===== config.mk =====
export PLATFORM = sky130hd
export DESIGN_NAME = ir_key_evt
export DESIGN_NICKNAME = d
export VERILOG_FILES = /design/src/rtl/ir_pkg.sv /design/src/rtl/ir_evt_fifo.sv /design/src/rtl/ir_key_evt.sv
export SDC_FILE = /design/constraint.sdc
export NUM_CORES = 1
export LEC_CHECK = 0
export ABC_AREA = 0
export CELL_PAD_IN_SITES_DETAIL_PLACEMENT = 0
export CELL_PAD_IN_SITES_GLOBAL_PLACEMENT = 2
export CORE_MARGIN = 2
export CORE_UTILIZATION = 48
export CTS_BUF_LIST = sky130_fd_sc_hd__clkbuf_2 sky130_fd_sc_hd__clkbuf_4 sky130_fd_sc_hd__clkbuf_8
export DETAILED_ROUTE_END_ITERATION = 12
export MAX_ROUTING_LAYER = met4
export PLACE_DENSITY = 0.95
export SLEW_MARGIN = 30
export SYNTH_ARGS = -nofsm -noshare
export SYNTH_HDL_FRONTEND = slang
export SYNTH_SLANG_ARGS = --single-unit

===== constraint.sdc =====
create_clock -name clk27 -period 6.8 [get_ports clk27]
set_input_delay 1.36 -clock clk27 [delete_from_list [all_inputs] [get_ports clk27]]
set_output_delay 1.36 -clock clk27 [all_outputs]
set_load 0.02 [all_outputs]

===== src/rtl/ir_pkg.sv =====
// rtl/ir_pkg.sv - shared event codes, unknown-key index and FSM states for the IR key event block
package ir_pkg;

  typedef enum logic [1:0] {
    ST_IDLE   = 2'd0,
    ST_HELD   = 2'd1,
    ST_SWITCH = 2'd2
  } ir_state_t;

  localparam logic [1:0] EVT_PRESS   = 2'b01;
  localparam logic [1:0] EVT_REPEAT  = 2'b10;
  localparam logic [1:0] EVT_RELEASE = 2'b11;

  localparam logic [5:0] IDX_UNKNOWN = 6'h3F;

  function automatic logic [7:0] mk_evt(input logic [1:0] typ, input logic [5:0] idx);
    return {typ, idx};
  endfunction

endpackage


===== src/rtl/ir_evt_fifo.sv =====
// rtl/ir_evt_fifo.sv - event FIFO with registered head, drop-on-full and sticky overflow flag
module ir_evt_fifo #(
  parameter int DEPTH = 8,
  parameter int WIDTH = 8
) (
  input  logic             clk27,
  input  logic             reset_n,
  input  logic [WIDTH-1:0] wr_tdata,
  input  logic             wr_tvalid,
  input  logic             rd,
  input  logic             ovf_clr,
  output logic             rd_tvalid,
  output logic [WIDTH-1:0] rd_tdata,
  output logic             ovf
);

  localparam int AW = (DEPTH > 1) ? $clog2(DEPTH) : 1;

  logic [WIDTH-1:0] mem [DEPTH];
  logic [AW-1:0]    wr_ptr;
  logic [AW-1:0]    rd_ptr;
  logic [AW-1:0]    rd_ptr_nxt;
  logic [AW:0]      count;
  logic [AW:0]      count_nxt;
  logic             do_rd;
  logic             do_wr;
  logic [WIDTH-1:0] head_nxt;

  // A pop frees a slot first, so a full FIFO read in the same cycle still accepts the write.
  always_comb begin
    do_rd      = rd && (count != '0);
    do_wr      = wr_tvalid && ((count != (AW+1)'(DEPTH)) || do_rd);
    rd_ptr_nxt = do_rd ? rd_ptr + AW'(1) : rd_ptr;
    count_nxt  = count + (AW+1)'(do_wr) - (AW+1)'(do_rd);
    if (count_nxt == '0)
      head_nxt = '0;
    else if (do_wr && (rd_ptr_nxt == wr_ptr))
      head_nxt = wr_tdata;
    else
      head_nxt = mem[rd_ptr_nxt];
  end

  always_ff @(posedge clk27) begin
    if (do_wr)
      mem[wr_ptr] <= wr_tdata;
  end

  always_ff @(posedge clk27 or negedge reset_n) begin
    if (!reset_n) begin
      wr_ptr   <= '0;
      rd_ptr   <= '0;
      count    <= '0;
      rd_tdata <= '0;
      ovf      <= 1'b0;
    end else begin
      if (do_wr)
        wr_ptr <= wr_ptr + AW'(1);
      rd_ptr   <= rd_ptr_nxt;
      count    <= count_nxt;
      rd_tdata <= head_nxt;
      if (wr_tvalid && !do_wr)
        ovf <= 1'b1;
      else if (ovf_clr)
        ovf <= 1'b0;
    end
  end

  assign rd_tvalid = (count != '0);

endmodule


===== src/rtl/ir_key_evt.sv =====
// rtl/ir_key_evt.sv - maps IR codes to key indices and queues PRESS/REPEAT/RELEASE events
// Optional: IR_UNKNOWN_EVT_EN reports unmatched non-zero codes as key 0x3F.
module ir_key_evt
  import ir_pkg::*;
#(
  parameter int NUM_KEYS     = 16,
  parameter int FIFO_DEPTH   = 8,
  parameter int RPT_DELAY    = 4,
  parameter int RPT_INTERVAL = 2
) (
  input  logic        clk27,
  input  logic        reset_n,
  input  logic [15:0] ir_code,
  input  logic        ir_code_ack,
  input  logic [7:0]  ir_code_cnt,
  input  logic        cfg_we,
  input  logic [5:0]  cfg_idx,
  input  logic [15:0] cfg_code,
  input  logic        evt_rd,
  output logic        evt_valid,
  output logic [7:0]  evt_data,
  output logic        evt_ovf,
  input  logic        evt_ovf_clr,
  output logic        held_valid,
  output logic [5:0]  held_idx
);

  localparam logic [7:0] RPT_DELAY8    = 8'(RPT_DELAY);
  localparam logic [7:0] RPT_INTERVAL8 = 8'(RPT_INTERVAL);

  logic [15:0] key_tab [NUM_KEYS];

  ir_state_t   state;
  ir_state_t   state_nxt;
  logic [5:0]  held_q;
  logic [5:0]  held_nxt;
  logic [5:0]  pend_idx;
  logic [5:0]  pend_nxt;
  logic [7:0]  rpt_ref;
  logic [7:0]  rpt_nxt;
  logic [7:0]  cnt_prev;
  logic        ev_tvalid;
  logic [7:0]  ev_tdata;
  logic        ev_wr_nxt;
  logic [7:0]  ev_dat_nxt;

  logic        hit;
  logic [5:0]  hit_idx;
  logic        cnt_step;

  always_ff @(posedge clk27 or negedge reset_n) begin
    if (!reset_n) begin
      for (int i = 0; i < NUM_KEYS; i++)
        key_tab[i] <= '0;
    end else if (cfg_we) begin
      for (int i = 0; i < NUM_KEYS; i++)
        if (cfg_idx == 6'(i))
          key_tab[i] <= cfg_code;
    end
  end

  // Scan downwards so the lowest matching index is the last one assigned.
  always_comb begin
    hit     = 1'b0;
    hit_idx = '0;
    for (int i = NUM_KEYS - 1; i >= 0; i--) begin
      if ((key_tab[i] != '0) && (key_tab[i] == ir_code)) begin
        hit     = 1'b1;
        hit_idx = 6'(i);
      end
    end
`ifdef IR_UNKNOWN_EVT_EN
    if (!hit && (ir_code != '0)) begin
      hit     = 1'b1;
      hit_idx = IDX_UNKNOWN;
    end
`endif
  end

  assign cnt_step = (ir_code_cnt == cnt_prev + 8'd1);

  always_comb begin
    state_nxt  = state;
    ev_wr_nxt  = 1'b0;
    ev_dat_nxt = '0;
    held_nxt   = held_q;
    pend_nxt   = pend_idx;
    rpt_nxt    = rpt_ref;
    case (state)
      ST_IDLE: begin
        if (ir_code_ack && hit) begin
          ev_wr_nxt  = 1'b1;
          ev_dat_nxt = mk_evt(EVT_PRESS, hit_idx);
          held_nxt   = hit_idx;
          rpt_nxt    = RPT_DELAY8;
          state_nxt  = ST_HELD;
        end
      end
      ST_HELD: begin
        if (ir_code_ack) begin
          if (hit && (hit_idx == held_q)) begin
            rpt_nxt = RPT_DELAY8;
          end else begin
            ev_wr_nxt  = 1'b1;
            ev_dat_nxt = mk_evt(EVT_RELEASE, held_q);
            pend_nxt   = hit_idx;
            state_nxt  = hit ? ST_SWITCH : ST_IDLE;
          end
        end else if (ir_code == '0) begin
          ev_wr_nxt  = 1'b1;
          ev_dat_nxt = mk_evt(EVT_RELEASE, held_q);
          state_nxt  = ST_IDLE;
        end else if (cnt_step && (ir_code_cnt == rpt_ref)) begin
          ev_wr_nxt  = 1'b1;
          ev_dat_nxt = mk_evt(EVT_REPEAT, held_q);
          rpt_nxt    = rpt_ref + RPT_INTERVAL8;
        end
      end
      ST_SWITCH: begin
        ev_wr_nxt  = 1'b1;
        ev_dat_nxt = mk_evt(EVT_PRESS, pend_idx);
        held_nxt   = pend_idx;
        rpt_nxt    = RPT_DELAY8;
        state_nxt  = ST_HELD;
      end
      default: state_nxt = ST_IDLE;
    endcase
  end

  always_ff @(posedge clk27 or negedge reset_n) begin
    if (!reset_n) begin
      state     <= ST_IDLE;
      held_q    <= '0;
      pend_idx  <= '0;
      rpt_ref   <= '0;
      cnt_prev  <= '0;
      ev_tvalid <= 1'b0;
      ev_tdata  <= '0;
    end else begin
      state     <= state_nxt;
      held_q    <= held_nxt;
      pend_idx  <= pend_nxt;
      rpt_ref   <= rpt_nxt;
      cnt_prev  <= ir_code_cnt;
      ev_tvalid <= ev_wr_nxt;
      ev_tdata  <= ev_dat_nxt;
    end
  end

  assign held_valid = (state == ST_HELD);
  assign held_idx   = held_q;

  ir_evt_fifo #(
    .DEPTH (FIFO_DEPTH),
    .WIDTH (8)
  ) u_fifo (
    .clk27     (clk27),
    .reset_n   (reset_n),
    .wr_tdata  (ev_tdata),
    .wr_tvalid (ev_tvalid),
    .rd        (evt_rd),
    .ovf_clr   (evt_ovf_clr),
    .rd_tvalid (evt_valid),
    .rd_tdata  (evt_data),
    .ovf       (evt_ovf)
  );

endmodule

# Word level (Yosys, flattened, before mapping)
# Memory sizes are Yosys's and may differ from the RTL's.
# Index checks and enable logic that the tools add are counted.
dict set report totals {
  register_bits 314
  ram_bits 64
  output_inout_bits 17
  n_memories 1
}
dict set report op_classes {
  addsub 6
  n_eq_ne 44
  muxes 65
  n_bitwise 1
  n_reduce_logical 69
}
# memory depth word_bits rd rd_clocked_by_memory_dff wr line_no
set mem_list {}
lappend mem_list {u_fifo.mem 8 8 1 0 1 ir_evt_fifo.sv:19} ;# logic [WIDTH-1:0] mem [DEPTH];
# cell n
set ops {}
lappend ops {{16-bit equality test} 16}
lappend ops {{16-bit nonzero test} 16}
lappend ops {{6-bit 2-to-1 mux} 16}
lappend ops {{8-bit 2-to-1 mux} 11}
lappend ops {{6-bit by 4-bit equality test with 1-bit output, second input constant} 8}
lappend ops {{8-bit one-hot mux with 3 select lines} 2}
lappend ops {{2-bit AND reduction} 17}
lappend ops {{1-bit 2-to-1 mux} 25}
lappend ops {{6-bit by 3-bit equality test with 1-bit output, second input constant} 4}
lappend ops {{1-bit logical AND} 23}
lappend ops {{8-bit equality test} 2}
lappend ops {{16-bit logical NOT} 1}
lappend ops {{6-bit by 2-bit equality test with 1-bit output, second input constant} 2}
lappend ops {{6-bit one-hot mux with 2 select lines} 1}
lappend ops {{2-bit 2-to-1 mux} 5}
lappend ops {{3-bit by 2-bit != test with 1-bit output, second input constant} 3}
lappend ops {{8-bit by 1-bit adder with 8-bit output, second input constant} 1}
lappend ops {{8-bit by 2-bit adder with 8-bit output, second input constant} 1}
lappend ops {{7-bit 2-to-1 mux} 1}
lappend ops {{3-bit by 1-bit adder with 3-bit output, second input constant} 2}
lappend ops {{6-bit by 1-bit equality test with 1-bit output, second input constant} 1}
lappend ops {{6-bit equality test} 1}
lappend ops {{6-bit logical NOT} 1}
lappend ops {{3-bit != test, second input constant} 2}
lappend ops {{21 further kinds} 23}

# Logic depth before layout (Yosys ltp)
# Gate-level depths: netlist of the first run.
dict set report depth {
  depth_word 23
  depth_mapped 14
  mapped_depth_nobuf 13
}

# Hierarchy
# Synthesis of the first run repeated with hierarchy kept, for this count alone.
dict set report unflattened {
  cells_unflattened 1653
  area_unflattened_um2 19871.6
}
# module n_inst cells_each area_per_inst_um2 seq_area_each_um2
set modules_own_cells {}
lappend modules_own_cells {ir_key_evt 1 1343 15723.8 7206.9}
lappend modules_own_cells {ir_evt_fifo 1 310 4147.7 2397.3}

# Least setup slack after synthesis of the first run
# No wires, ideal clock.
dict set report synth_path {
  path_kind {input -> register}
  startpoint {input port ir_code[11]}
  endpoint {register pend_idx[2]}
  setup_ps 125
  arrival_ps 3852
  required_ps 6675
  setup_slack_ps 2823
  cell_stages 12
  n_path_buf 2
  path_cell_list {buf_4 > buf_6 > xor2_1 > nor4_2 > nand3b_1 > o2111ai_1 > a21oi_1 > a211o_1 > a221oi_2 > nand3_4 > o211ai_4 > mux2_4}
}
dict set report synth_via {
  elab_chain_cells 22
  elab_cells_between_ends 68
  cone_classes {eq/ne (17); mux (32); bitwise (1); reduce/logical (18)}
}
# item line_no
set synth_lines {}
lappend synth_lines {{start, declared} ir_key_evt.sv:13} ;# input logic [15:0] ir_code,
lappend synth_lines {{16-bit equality test} ir_key_evt.sv:67} ;# if ((key_tab[i] != '0) && (key_tab[i] == ir_code)) begin
lappend synth_lines {{1-bit logical AND} ir_key_evt.sv:67}
lappend synth_lines {{4-bit 2-to-1 mux} ir_key_evt.sv:67}
lappend synth_lines {{6-bit 2-to-1 mux (15 in a row)} ir_key_evt.sv:67}
lappend synth_lines {{6-bit equality test} ir_key_evt.sv:101} ;# if (hit && (hit_idx == held_q)) begin
lappend synth_lines {{1-bit logical AND} ir_key_evt.sv:101}
lappend synth_lines {{1-bit NOT (no line)} --}
lappend synth_lines {{3-bit AND reduction (no line)} --}
lappend synth_lines {{end signal, assigned} ir_key_evt.sv:142} ;# pend_idx <= pend_nxt;
lappend synth_lines {{end, declared} ir_key_evt.sv:37} ;# logic [5:0] pend_idx;
# Several ways; a longest one is shown, not always the timed one.
# A chain may end at the register's enable or synchronous reset.

# Final worst setup path of the first run
dict set report layout_path {
  startpoint {input port ir_code[8]}
  endpoint {register pend_idx[3]}
}
# Same word-level chain as after synthesis.

==> results.cfg, run 1 <==
[sta]
slew_headroom_pct = 29.3
setup_viol = 0
finalSetupTns_ns = 0
layout_setup_ws_ns = 1.96
hold_violations = 0
fin_crit_ns = 4.84
slew_viol_final = 0
fin_crit_sh_pct = 71.2
grt_setup_unrepaired = false
finalClockSkew_ns = 0.0442
worst_pin_slew_ns = 1.06
max_freq_mhz = 206

[yosys]
synthCells = 1496
yosysSeqAreaShare_pct = 49.2
synth-seq-cells = 353
ys.flop_type = dfrtp_1
synthArstFlopShare_pct = 86.4
synth_area_sq_um = 18400
synth-edff-count = 48
ys_warn_count = 0
synth_cell_type_count = 77
avgSynthCellArea_sq_um = 12.3

[clocking]
clkTransAtPathRegs_ns = 0.06
clk_latency_ns = 0.63
cts_resized = 0
cts_root_buf = clkbuf_8
clock_path_buffers = 3
cts_num_sinks = 353
tritoncts = built
htreeDepth = 2
numCtsBuffers = 57
post_cts_buffers = 0
cts_hold_buf = 0

[worst_setup_path]
start_kind = input port
crit_arrival_ns = 5.32
crit_slowest_cell = clkdlybuf4s50_1
startpoint = ir_code[8]
path_buf_inv = 2
endpoint_kind = flop
rr_worst_depth = 11
worstPathMaxFanout = 10
slowest_delay_ns = 1.11
worstSetupPathType = in2reg
rrSetupSlack_ns = 3.24
rr_startpoint = cnt_prev[0]$_DFF_PN0_
cp.required_ns = 7.27
worstPathCellList = clkdlybuf4s50_1 -> buf_4 -> xnor2_1 -> nand4_1 -> nor2_1 -> and3_1 -> o21ai_0 -> a221oi_1 -> mux2i_1 -> nand3_4 -> o211ai_4 -> mux2_4
r2r-end = rpt_ref[2]$_DFFE_PN0P_
crit_family = buffers and inverters

[floorplanning]
row_count = 71
die_w_um = 200
core_area_sq_um = 37800
die-area_sq_um = 40000
ios = 69
start_util_pct = 48.8
die_h_um = 200

[cells_and_area]
layout-drive-gt1-share_pct = 27.6
diodes = 0
fillCellCount = 3237
nNetsFinal = 1629
area_growth_pct = 12.1

[place]
dp_hpwl_um = 32600
numPortBuffers = 64
post-place-ws_ns = 1.38
gp_congestion = 0.909

[drt]
drcViolationCount = 0
num_vias = 12500
wl_per_cell_um = 23.3
initialDrtViolationCount = 818
wl_um = 49400
drt_pass1_iterations = 7
final_antenna_net_count = 0
routed_via_density = 5.89

[grt]
grt_pass1_wl_um = 77000
grt_pass1_vias = 12900
grt.overflow.total = 0
grt_max_degree = 112
grt_util_all_layers_pct = 26.3
antenna_found_initial = 0

[job]
drv_cap = 0

[min_path]
hold_path_class = reg2reg
worstHoldStart = pend_idx[2]$_DFFE_PN0P_
worstHoldEndpoint = held_idx[2]$_DFFE_PN0P_
min_delay_path_depth = 2

[status]
status = finished, final reports clean

[pwr]
p_per_area_nw_per_um2 = 292
p_leak_nw = 8.71
ir_drop_v = 0.000176
## per-stage QoR
step                      instance area [sq um]  power [mW]  util, %  hold slack [ns]  cells
after floorplan                           18400        3.65        -            0.469   1499
after global placement                    19400        4.03     51.4            0.499   2018
after detailed placement                  19400        4.07     51.3            0.499   2018
after CTS                                 20600        6.07     54.6            0.517   2121
after global routing                      20700        6.32     54.7            0.538   2121
final                                     20700        6.02     54.7            0.518   2121
## flip-flops by register name, indices dropped and copies added (netlist names), 6 cells and up
register	count
cnt_prev	8
ev_tdata	6
key_tab	256
rpt_ref	7
u_fifo.mem	48
u_fifo.rd_tdata	6
## Yosys cell counts (5+ instances only)
| master | number | area, sq um |
|---|---|---|
| nand4_1 | 84 | 526 |
| nor4_1 | 80 | 500 |
| mux2i_1 | 6 | 60.1 |
| and3_1 | 21 | 131 |
| o21ai_0 | 10 | 50.1 |
| nor2b_1 | 5 | 31.3 |
| o211a_1 | 6 | 60.1 |
| buf_4 | 13 | 97.6 |
| buf_6 | 24 | 270 |
| a31oi_1 | 8 | 50.1 |
| a21oi_1 | 11 | 55.1 |
| nand2b_1 | 10 | 62.6 |
| nor3b_1 | 8 | 60.1 |
| clkbuf_1 | 43 | 161 |
| nor3_1 | 19 | 95.1 |
| and4_1 | 7 | 61.3 |
| xnor2_1 | 228 | 2000 |
| dfrtp_1 | 305 | 7630 |
| mux2_2 | 256 | 2880 |
| xor2_1 | 45 | 394 |
| edfxtp_1 | 48 | 1440 |
| or3_1 | 7 | 43.8 |
| nand2_1 | 48 | 180 |
| mux4_2 | 12 | 270 |
| mux2_4 | 5 | 75.1 |
| inv_1 | 21 | 78.8 |
| nand3_1 | 35 | 175 |
| nor2_1 | 51 | 191 |
| ha_1 | 10 | 125 |
## metal layers
layer  up-vias  track usage, %  share of wire, %
li1       5586               -                 -
met3       126            3.97               5.3
met1      6399            34.5                44
met4         0            10.1               3.8
met2       383            41.6                47
met5         -               -                 0
## worst reg2reg max path, stage by stage (launching register included)
cell	delay (ns)
dfrtp_1	0.40
ha_1	0.31
or3_1	0.31
a2111oi_1	0.42
nand4b_1	0.15
or3b_1	0.40
a2111o_1	0.46
o21ai_2	0.15
a31o_4	0.13
nand4_2	0.13
o21ai_4	0.28
mux2_4	0.32
## cells in the final DEF (no fill, tap or decap), drive strengths merged, types with 3 or more instances in the layout
| cell type | synthesis | routed |
|---|---|---|
| nand4 | 85 | 85 |
| edfxtp | 48 | 48 |
| o211a | 6 | 6 |
| mux2i | 7 | 7 |
| nor4b | 3 | 3 |
| xnor2 | 228 | 228 |
| dfrtp | 305 | 305 |
| clkbuf | 44 | 86 |
| o21ai | 13 | 13 |
| mux4 | 12 | 12 |
| clkinv | 0 | 12 |
| inv | 21 | 22 |
| nor3b | 9 | 9 |
| a41oi | 3 | 3 |
| nand2b | 10 | 10 |
| ha | 10 | 10 |
| xor2 | 45 | 45 |
| a21o | 3 | 3 |
| conb | 1 | 4 |
| or3 | 7 | 7 |
| nand3 | 36 | 36 |
| or4 | 3 | 3 |
| or2 | 4 | 4 |
| nand2 | 48 | 48 |
| clkdlybuf4s50 | 0 | 50 |
| nor2 | 52 | 52 |
| and4 | 7 | 7 |
| a31oi | 8 | 8 |
| nor2b | 5 | 5 |
| nor4 | 82 | 82 |
| buf | 41 | 43 |
| a21oi | 12 | 12 |
| bufinv | 0 | 3 |
| mux2 | 261 | 261 |
| and3 | 21 | 21 |
| nor3 | 19 | 19 |
## report_power, final
part           switching [mW]  leakage [nW]  internal, mW
combinational           0.669          3.55         0.678
clock                   0.849         0.664          1.13
sequential              0.274          4.49          2.42
total                    1.79          8.71          4.23
## kinds of logic (layout without fill, tap and decap cells)
family                     Yosys count  in the layout  share of synthesized area [%]
muxes                              280            280                           18.0
other                                1              4                         0.0203
xor gates and xnor gates           273            273                           13.0
DFF                                353            353                           49.2
and+or+nand+nor                    400            400                           12.4
adders and majority gates           11             11                          0.788
AOI/OAI and AO/OA                   72             72                           3.17
buffers and inverters              106            217                           3.44
## worst max path at each step
stage | endpoint | slack (ns) | cells after the start
CTS | rpt_ref[2]$_DFFE_PN0P_ | 2.02 | 12
detailed placement | rpt_ref[2]$_DFFE_PN0P_ | 1.38 | 12
finish | pend_idx[3]$_DFFE_PN0P_ | 1.96 | 12
global placement | rpt_ref[2]$_DFFE_PN0P_ | 1.39 | 12
global route | rpt_ref[2]$_DFFE_PN0P_ | 1.77 | 12
floorplan | pend_idx[2]$_DFFE_PN0P_ | 2.82 | 12
## layout make-up
| class | instances | area, sq um | area share [%] |
|---|---|---|---|
| well taps | 511 | 639 | 3.10 |
| flip-flops and latches | 353 | 9070 | 43.9 |
| repair buffers | 93 | 815 | 3.94 |
| multi-input cells | 1040 | 8800 | 42.6 |
| inverters | 21 | 78.8 | 0.382 |
| clock inverters | 17 | 169 | 0.818 |
| clock buffers | 86 | 1080 | 5.25 |
(Power assumes the default switching activity.)
==> run 2, diff against run 1 <==
--- a/config.mk
+++ b/config.mk
@@ -9,11 +9,11 @@
 export CELL_PAD_IN_SITES_DETAIL_PLACEMENT = 0
 export CELL_PAD_IN_SITES_GLOBAL_PLACEMENT = 2
 export CORE_MARGIN = 2
-export CORE_UTILIZATION = 48
+export CORE_UTILIZATION = 40
 export CTS_BUF_LIST = sky130_fd_sc_hd__clkbuf_2 sky130_fd_sc_hd__clkbuf_4 sky130_fd_sc_hd__clkbuf_8
 export DETAILED_ROUTE_END_ITERATION = 12
 export MAX_ROUTING_LAYER = met4
-export PLACE_DENSITY = 0.95
+export PLACE_DENSITY = 0.86
 export SLEW_MARGIN = 30
 export SYNTH_ARGS = -nofsm -noshare
 export SYNTH_HDL_FRONTEND = slang
==> constraint.sdc (replaced) <==
create_clock -name clk27 -period 4.31 [get_ports clk27]
set_input_delay 0.862 -clock clk27 [delete_from_list [all_inputs] [get_ports clk27]]
set_output_delay 0.862 -clock clk27 [all_outputs]
set_load 0.02 [all_outputs]
==> run 2 against run 1 <==
Utilization down 8.0 points. Register-to-register slack got worse by 2.5 ns. Critical path type unchanged. Wire length increased by 5.2%. Via count is 0.50% lower. Critical path depth rose by 1. Flip-flop and latch count unchanged. Largest power group unchanged.
==> results.cfg, run 2 (same netlist as run 1, synthesis figures left out) <==
[status]
status = finished, final reports clean

[sta]
grt_setup_unrepaired = false
setup_viol = 0
finalClockSkew_ns = 0.0397
slew_headroom_pct = 43.3
max_freq_mhz = 263
hold_violations = 0
fin_crit_ns = 3.80
worst_pin_slew_ns = 0.850
fin_crit_sh_pct = 88.2
slew_viol_final = 0

[cells_and_area]
final_cell_mix = dfrtp_1 (305), mux2_2 (256), xnor2_1 (228), nand4_1 (84), nor4_1 (80)
final_area_sq_um = 21200
final_util_pct = 46.7
area_growth_pct = 15.1
largest_reg_flops = 256
layout-drive-gt1-share_pct = 28.4
largest_register = key_tab
nNetsFinal = 1657
reg_top3 = key_tab (256), u_fifo.mem (48), cnt_prev (8)
final_common_cell = dfrtp_1
diodes = 0

[place]
placed_area_sq_um = 19900
dp_hpwl_um = 31900
gp_congestion = 0.833
numPortBuffers = 64

[grt]
grt_pass1_vias = 13100
grt_pass1_wl_um = 79300
antenna_found_initial = 0
grt_max_degree = 104
grt_util_all_layers_pct = 23.1
grt.overflow.total = 0

[worst_setup_path]
worstPathMaxFanout = 17
worstSetupPathType = in2reg
endpoint_kind = flop
cp.required_ns = 4.83
crit_arrival_ns = 4.32
start_kind = input port

[floorplanning]
die-area_sq_um = 47800
core_area_sq_um = 45400
row_count = 78
die_h_um = 219
ios = 69
start_util_pct = 40.6
die_w_um = 219

[drt]
num_vias = 12400
initialDrtViolationCount = 825
final_antenna_net_count = 0
drcViolationCount = 0
routed_via_density = 5.54
wl_per_cell_um = 23.1
drt_pass1_iterations = 5
wl_um = 51900

[clocking]
clkTransAtPathRegs_ns = 0.06
cts_resized = 0
cts_root_buf = clkbuf_8
htreeDepth = 2
post_cts_buffers = 0
cts_num_sinks = 353
clk_latency_ns = 0.67
clock_path_buffers = 3
tritoncts = built
cts_hold_buf = 0
numCtsBuffers = 60

[min_path]
hold_path_class = in2async

[pwr]
p_per_area_nw_per_um2 = 454
ir_drop_v = 0.000441
p_leak_nw = 8.94

[job]
drv_cap = 0
run 2: final timing paths:
kind                                         start                   endpoint  slack, ns  cells past startpoint
hold reg to reg             rpt_ref[7]$_DFFE_PN0P_     rpt_ref[7]$_DFFE_PN0P_       0.51                      1
hold / removal                             reset_n  u_fifo.count[2]$_DFF_PN0_       0.24                      1
setup reg to reg           key_tab[35]$_DFFE_PN0P_    pend_idx[0]$_DFFE_PN0P_       0.72                     11
setup / recovery                       ir_code[14]    pend_idx[0]$_DFFE_PN0P_       0.51                     13
max in group asynchronous                  reset_n   key_tab[197]$_DFFE_PN0P_       3.16                      2
min in group clk27          rpt_ref[7]$_DFFE_PN0P_     rpt_ref[7]$_DFFE_PN0P_       0.51                      1
run 2: stage by stage:
stage / hold slack, ns / setup WS (ns) / cells / power (mW) / setup TNS, ns
5_1_grt: 0.278 / 0.450 / 2243 / 10.1 / 0
6_report: 0.242 / 0.507 / 2243 / 9.63 / 0
3_3_place_gp: 0.502 / 0.0137 / 2132 / 6.42 / 0
3_5_place_dp: 0.506 / -0.0593 / 2132 / 6.48 / -0.226
4_1_cts: 0.245 / 0.621 / 2243 / 9.72 / 0
2_1_floorplan: 0.469 / 0.831 / 1499 / 5.75 / 0
run 2: where the power goes:
group | leakage [nW] | internal (mW) | switching (mW) | total [mW]
registers | 4.49 | 3.82 | 0.420 | 4.24
clock network | 0.696 | 1.81 | 1.40 | 3.21
logic | 3.75 | 1.12 | 1.06 | 2.18
run 2: worst max-delay path, cell delays in order:
cell,delay (ns)
clkdlybuf4s50_1,0.51
buf_12,0.23
xnor2_1,0.15
nand4_1,0.15
nor2_1,0.15
and4b_1,0.37
nor4_1,0.08
a221oi_1,0.52
buf_4,0.20
mux2i_1,0.29
nand3_4,0.15
o211ai_4,0.31
mux2_4,0.33
run 2: final cells by class:
cell class / instances / area [sq um]
fill: 4135 / 24200
sequential: 353 / 9070
multi-input combinational: 1040 / 8760
timing repair buffer: 118 / 1260
clock buffer: 94 / 1150
tap: 600 / 751
clock inverter: 17 / 136
inverter: 21 / 78.8
run 2: metal layers:
layer	global-route usage [%]	wire length [um]	up-vias
met1	28.5	21800	6270
li1	-	-	5646
met2	37.8	25200	393
met3	4.11	3090	122
met5	-	0	-
met4	8.64	1870	0
==> run 3, diff against run 2 <==
--- a/config.mk
+++ b/config.mk
@@ -6,6 +6,7 @@
 export NUM_CORES = 1
 export LEC_CHECK = 0
 export ABC_AREA = 0
+export CAP_MARGIN = 10
 export CELL_PAD_IN_SITES_DETAIL_PLACEMENT = 0
 export CELL_PAD_IN_SITES_GLOBAL_PLACEMENT = 2
 export CORE_MARGIN = 2
==> results of run 3 <==
No change in the layout: final DEF, timing and power equal those of run 2.
